$ cat config.mk
export PLATFORM = sky130hd
export DESIGN_NAME = mem_arbiter
export DESIGN_NICKNAME = d
export VERILOG_FILES = /design/src/rtl/mem_arbiter.sv
export SDC_FILE = /design/constraint.sdc
export NUM_CORES = 1
export LEC_CHECK = 0
export CORE_AREA = 2 2 134 136
export CTS_CLUSTER_DIAMETER = 150
export DETAILED_ROUTE_END_ITERATION = 8
export DIE_AREA = 0 0 136 138
export HOLD_SLACK_MARGIN = 0.03
export PLACE_DENSITY = 0.66
export SLEW_MARGIN = 0
export SYNTH_ARGS = -nofsm -noshare
export SYNTH_HDL_FRONTEND = slang
export SYNTH_SLANG_ARGS = --single-unit
export TNS_END_PERCENT = 30
$ cat constraint.sdc
create_clock -name clk_i -period 2.55 [get_ports clk_i]
set_input_delay 0.255 -clock clk_i [delete_from_list [all_inputs] [get_ports clk_i]]
set_output_delay 0.255 -clock clk_i [all_outputs]
set_load 0.05 [all_outputs]
$ cat src/rtl/mem_arbiter.sv
// rtl/mem_arbiter.sv - two-port (fetch/data) arbiter onto a single memory port with fetch starvation guard
module mem_arbiter #(
    parameter int STARVE_MAX = 2
) (
    input  logic        clk_i,
    input  logic        rst_n_i,
    input  logic        if_req_i,
    input  logic [31:0] if_addr_i,
    output logic [31:0] if_rdata_o,
    output logic        if_ack_o,
    input  logic        dm_read_i,
    input  logic        dm_write_i,
    input  logic [31:0] dm_addr_i,
    input  logic [31:0] dm_wdata_i,
    output logic [31:0] dm_rdata_o,
    output logic        dm_ack_o,
    output logic        mem_req_o,
    output logic        mem_we_o,
    output logic [31:0] mem_addr_o,
    output logic [31:0] mem_wdata_o,
    input  logic [31:0] mem_rdata_i,
    input  logic        mem_ready_i,
    output logic        stall_o
);

    localparam int CW = (STARVE_MAX < 1) ? 1 : $clog2(STARVE_MAX + 1);
    localparam logic [CW-1:0] CNT_MAX = CW'(STARVE_MAX);

    typedef enum logic [1:0] {
        IDLE    = 2'd0,
        BUSY_IF = 2'd1,
        BUSY_DM = 2'd2
    } state_t;

    state_t        state_q, state_d;
    logic [CW-1:0] starve_cnt_q, starve_cnt_d;
    logic          mem_we_q, mem_we_d;
    logic [31:0]   mem_addr_q, mem_addr_d;
    logic [31:0]   mem_wdata_q, mem_wdata_d;
    logic [31:0]   if_rdata_q, if_rdata_d;
    logic [31:0]   dm_rdata_q, dm_rdata_d;

    logic dm_req;
    logic starving;
    logic grant_dm;
    logic grant_if;
    logic if_ack;
    logic dm_ack;

    // Data port normally wins; a fetch that has waited through CNT_MAX data grants wins instead.
    assign dm_req   = dm_read_i | dm_write_i;
    assign starving = if_req_i && (starve_cnt_q == CNT_MAX);
    assign grant_dm = (state_q == IDLE) && dm_req && !starving;
    assign grant_if = (state_q == IDLE) && if_req_i && !grant_dm;

    // FSM state register
    always_ff @(posedge clk_i) begin
        if (!rst_n_i) begin
            state_q <= IDLE;
        end else begin
            state_q <= state_d;
        end
    end

    // FSM next-state: grants only from IDLE, return to IDLE on memory completion
    always_comb begin
        state_d = state_q;
        case (state_q)
            IDLE: begin
                if (grant_dm) begin
                    state_d = BUSY_DM;
                end else if (grant_if) begin
                    state_d = BUSY_IF;
                end
            end
            BUSY_IF: begin
                if (mem_ready_i) begin
                    state_d = IDLE;
                end
            end
            BUSY_DM: begin
                if (mem_ready_i) begin
                    state_d = IDLE;
                end
            end
            default: state_d = IDLE;
        endcase
    end

    // FSM outputs: memory request while busy, ack combinationally on completion
    always_comb begin
        mem_req_o = 1'b0;
        if_ack    = 1'b0;
        dm_ack    = 1'b0;
        case (state_q)
            BUSY_IF: begin
                mem_req_o = 1'b1;
                if_ack    = mem_ready_i;
            end
            BUSY_DM: begin
                mem_req_o = 1'b1;
                dm_ack    = mem_ready_i;
            end
            default: begin
                mem_req_o = 1'b0;
            end
        endcase
    end

    // Datapath next-state: latch the winner's command at grant, capture read data at ack
    always_comb begin
        starve_cnt_d = starve_cnt_q;
        mem_we_d     = mem_we_q;
        mem_addr_d   = mem_addr_q;
        mem_wdata_d  = mem_wdata_q;
        if_rdata_d   = if_rdata_q;
        dm_rdata_d   = dm_rdata_q;
        if (grant_dm) begin
            mem_addr_d  = dm_addr_i;
            mem_we_d    = dm_write_i;
            mem_wdata_d = dm_wdata_i;
            if (if_req_i && (starve_cnt_q != CNT_MAX)) begin
                starve_cnt_d = starve_cnt_q + 1'b1;
            end
        end else if (grant_if) begin
            mem_addr_d   = if_addr_i;
            mem_we_d     = 1'b0;
            mem_wdata_d  = 32'd0;
            starve_cnt_d = '0;
        end
        if (if_ack) begin
            if_rdata_d = mem_rdata_i;
        end
        if (dm_ack) begin
            dm_rdata_d = mem_rdata_i;
        end
    end

    // Datapath registers
    always_ff @(posedge clk_i) begin
        if (!rst_n_i) begin
            starve_cnt_q <= '0;
            mem_we_q     <= 1'b0;
            mem_addr_q   <= 32'd0;
            mem_wdata_q  <= 32'd0;
            if_rdata_q   <= 32'd0;
            dm_rdata_q   <= 32'd0;
        end else begin
            starve_cnt_q <= starve_cnt_d;
            mem_we_q     <= mem_we_d;
            mem_addr_q   <= mem_addr_d;
            mem_wdata_q  <= mem_wdata_d;
            if_rdata_q   <= if_rdata_d;
            dm_rdata_q   <= dm_rdata_d;
        end
    end

    assign if_ack_o    = if_ack;
    assign dm_ack_o    = dm_ack;
    assign mem_we_o    = mem_we_q;
    assign mem_addr_o  = mem_addr_q;
    assign mem_wdata_o = mem_wdata_q;
    // Read data passes straight through in the ack cycle, otherwise shows the last acked word.
    assign if_rdata_o  = if_ack ? mem_rdata_i : if_rdata_q;
    assign dm_rdata_o  = dm_ack ? mem_rdata_i : dm_rdata_q;
    assign stall_o     = (if_req_i & ~if_ack) | (dm_req & ~dm_ack);

endmodule

==> impl_metrics.tcl, run 1 <==
set metrics [dict create \
    grt_pass1_vias 5201 \
    cts_num_sinks 133 \
    fin_nets 928 \
    irDropWorstVdd_v 0.0004397 \
    final_max_slew_viol_count 0 \
    worstSkewPairLatency_ns 0.41 \
    grt_max_degree 59 \
    core-area_mm2 0.01753 \
    yosysSeqAreaShare_pct 47.72 \
    end_kind "output port" \
    tritoncts "yes" \
    whs_ns 0.3750 \
    die-area_mm2 0.01877 \
    power_switching_w 0.002215 \
    relSlewSlack_pct 56.84 \
    fp.dieW_um 136 \
    worst_slew_pin_slew_ns 0.6458 \
    finalWeightedCongestion 0.7529 \
    synthCells 544 \
    finish.instance_area_mm2 0.009663 \
    placed_area_mm2 0.009056 \
    antenna_found_initial 0 \
    drc_errors 0 \
    switching_share_pct 32.04 \
    ios 267 \
    status "finished clean" \
    wire_per_inst_um 17.33 \
    ys_types 31 \
    pwr-share-seq_pct 33.5 \
    fin_worst_skew_ns 0.008447 \
    ys_ff_latch 133 \
    worstPathCellList "inv_1 -> ha_1 -> nand2_2 -> buf_12 -> mux2_2 -> buf_12" \
    cpMostUsedCell "buf_12" \
    numCtsBuffers 17 \
    crit_type "flop to output port" \
    ff_latch_area_mm2 0.002663 \
    ctsResizeCount 0 \
    slowest_stage "mux2_2" \
    start_util_pct 31.82 \
    cts-root-buf "clkbuf_16" \
    drt-pass1-iter-count 4 \
    clkTransAtPathRegs_ns 0.06 \
    leakage_nw 3.841 \
    ant_nets 0 \
    hold_class "input port to flop" \
    slowest_delay_ns 0.39 \
    cp-start-kind "flop" \
    syn_nets 682 \
    cts_setup_buffers 0 \
    cp_max_fo 24 \
    synthesis.area_mm2 0.005579 \
    power_w 0.006913 \
    post-dp-hpwl_um 13090 \
    max_cap_viol_count 0 \
    diodes 0 \
    fin_crit_ns 2.293 \
    tns_ns 0 \
    fillCellCount 1531 \
    intPower_w 0.004698 \
    wirelength_um 17870 \
    via_count 5058 \
    multi_input_area_mm2 0.002606 \
    via_per_inst 4.906 \
    port_buffers 266 \
    fmax_ghz 0.4360 \
    pwr-share-comb_pct 30.3 \
    avgSynthCellArea_um2 10.26 \
    reg2reg_slack_ns 0.58 \
    htreeDepth 4 \
    p_clk_share_pct 36.2 \
    grt_usage_pct 18.70 \
    critical_path_required_ns 2.30 \
    hold_buffers 0 \
    clk_path_buf_depth 2 \
    overflow 0 \
    die_y_um 138 \
    powerDensity_mw_per_mm2 715.4 \
    arrival_ns 2.04 \
    hold_violations 0 \
    drive_above_1_share_pct 22.94 \
    final_util_pct 55.11 \
    placementRows 49 \
    setup_viol 0 \
    area_delta_synth_final_pct 73.20 \
    yosysWarnings 0 \
    fin_crit_sh_pct 89.94 \
    drt-initial-drc-count 187 \
    grt_pass1_wl_um 27550 \
    rsz0062_at_grt "false" \
]
## synthesized netlist by cell type
cell type | number | area share, %
a22oi_1 | 1 | 0.13
a21boi_4 | 1 | 0.34
o21ai_0 | 33 | 3.0
nand2b_1 | 1 | 0.11
clkbuf_2 | 3 | 0.27
buf_2 | 16 | 1.4
o21ai_1 | 3 | 0.27
nand2_2 | 2 | 0.22
inv_1 | 6 | 0.40
buf_4 | 2 | 0.27
clkbuf_1 | 21 | 1.4
a21oi_1 | 34 | 3.0
nand4_1 | 32 | 3.6
nor2_1 | 1 | 0.067
mux2i_1 | 32 | 5.7
nor2b_1 | 2 | 0.22
o2111ai_1 | 1 | 0.16
o31ai_1 | 33 | 4.4
mux2_2 | 64 | 13
buf_6 | 9 | 1.8
nor2_4 | 1 | 0.20
or2_2 | 1 | 0.11
o41ai_1 | 1 | 0.16
a21bo_2 | 1 | 0.18
nand3_1 | 36 | 3.2
nor2_2 | 1 | 0.11
buf_1 | 1 | 0.067
ha_1 | 4 | 0.90
dfxtp_1 | 133 | 48
and2_1 | 65 | 7.3
nand2_1 | 3 | 0.20
## area by class of cell
class,count,share of cell area (%)
inverters,6,0.2331
clock buffers,19,4.687
flip-flops and latches,133,27.55
well taps,229,2.965
clock inverters,12,1.593
multi-input cells,353,26.97
repair buffers,279,36.00
## critical path, delay by kind of cell (launching register included)
kind | cells | cell delay [ns]
and+or+nand+nor | 1 | 0.23
muxes | 1 | 0.39
adders and majority gates | 1 | 0.21
buffers and inverters | 3 | 0.46
DFF | 1 | 0.33
## flip-flops by register name (all words and copies together) (netlist names)
signal	cells
dm_rdata_q	32
if_rdata_q	32
mem_addr_o	32
mem_wdata_o	32
mem_we_o	1
starve_cnt_q	2
state_q	2
## cells by family after synthesis
kind of cell    share of synthesized area [%]
simple gates                            15.36
flops                                   47.72
compound gates                          11.68
mux                                     18.66
buf+inv                                 5.674
fa+ha+maj                              0.8971
## stage by stage
step / instances / worst slack (ns)
finish: 1031 / 0.2566
global route: 1031 / 0.1393
CTS: 1031 / 0.1913
detailed placement: 1000 / 0.4313
global placement: 1000 / 0.4884
floorplan: 544 / 0.04949
## path summary, 6_finish.rpt
check / cells after the start / startpoint / endpoint
max: 6 / state_q[0] / dm_rdata_o[24]
min: 2 / rst_n_i / dm_rdata_q[24]
max reg2reg: 5 / state_q[0] / mem_wdata_o[3]
min reg2reg: 2 / mem_wdata_o[7] / mem_wdata_o[7]
## power by group through the flow
| stage | Clock (W) | Sequential [W] | Combinational, W |
|---|---|---|---|
| detailed placement | 0 | 0.00236 | 0.00210 |
| global placement | 0 | 0.00235 | 0.00207 |
| finish | 0.00250 | 0.00231 | 0.00210 |
| global route | 0.00266 | 0.00233 | 0.00220 |
| CTS | 0.00257 | 0.00232 | 0.00211 |
| floorplan | 0 | 0.00277 | 0.000794 |
## layout by cell type (no fill, tap or decap), types with 4 or more instances in the layout
cell / netlist / routed
o31ai_1: 33 / 33
nand4_1: 32 / 32
clkdlybuf4s50_1: 0 / 198
mux2_2: 64 / 64
buf_4: 2 / 10
o21ai_0: 33 / 33
and2_1: 65 / 64
inv_1: 6 / 6
ha_1: 4 / 4
buf_12: 0 / 71
nand3_1: 36 / 36
mux2i_1: 32 / 32
clkbuf_16: 0 / 17
a21oi_1: 34 / 34
dfxtp_1: 133 / 133
## routing by layer
layer | GRT usage, % | wire length, um | vias up
li1 | - | - | 2448
met1 | 21.78 | 7336 | 2387
met2 | 31.08 | 8628 | 194
met3 | 6.527 | 1508 | 29
met4 | 7.730 | 394 | 0
met5 | 0 | 0 | -
Power figures use the tool's default switching activity.
==> run 2, diff against run 1 <==
--- a/config.mk
+++ b/config.mk
@@ -6,6 +6,7 @@
 export NUM_CORES = 1
 export LEC_CHECK = 0
 export CORE_AREA = 2 2 134 136
+export CTS_BUF_LIST = sky130_fd_sc_hd__clkbuf_8 sky130_fd_sc_hd__clkbuf_16
 export CTS_CLUSTER_DIAMETER = 150
 export DETAILED_ROUTE_END_ITERATION = 8
 export DIE_AREA = 0 0 136 138
==> results of run 2 <==
Same layout as run 1: the final DEF is identical, and so are final timing and power.
==> run 3, diff against run 2 <==
--- a/config.mk
+++ b/config.mk
@@ -7,11 +7,11 @@
 export LEC_CHECK = 0
 export CORE_AREA = 2 2 134 136
 export CTS_BUF_LIST = sky130_fd_sc_hd__clkbuf_8 sky130_fd_sc_hd__clkbuf_16
-export CTS_CLUSTER_DIAMETER = 150
 export DETAILED_ROUTE_END_ITERATION = 8
 export DIE_AREA = 0 0 136 138
 export HOLD_SLACK_MARGIN = 0.03
 export PLACE_DENSITY = 0.66
+export SKIP_CTS_REPAIR_TIMING = 1
 export SLEW_MARGIN = 0
 export SYNTH_ARGS = -nofsm -noshare
 export SYNTH_HDL_FRONTEND = slang
==> results of run 3 <==
Same layout as run 1: the final DEF is identical, and so are final timing and power.
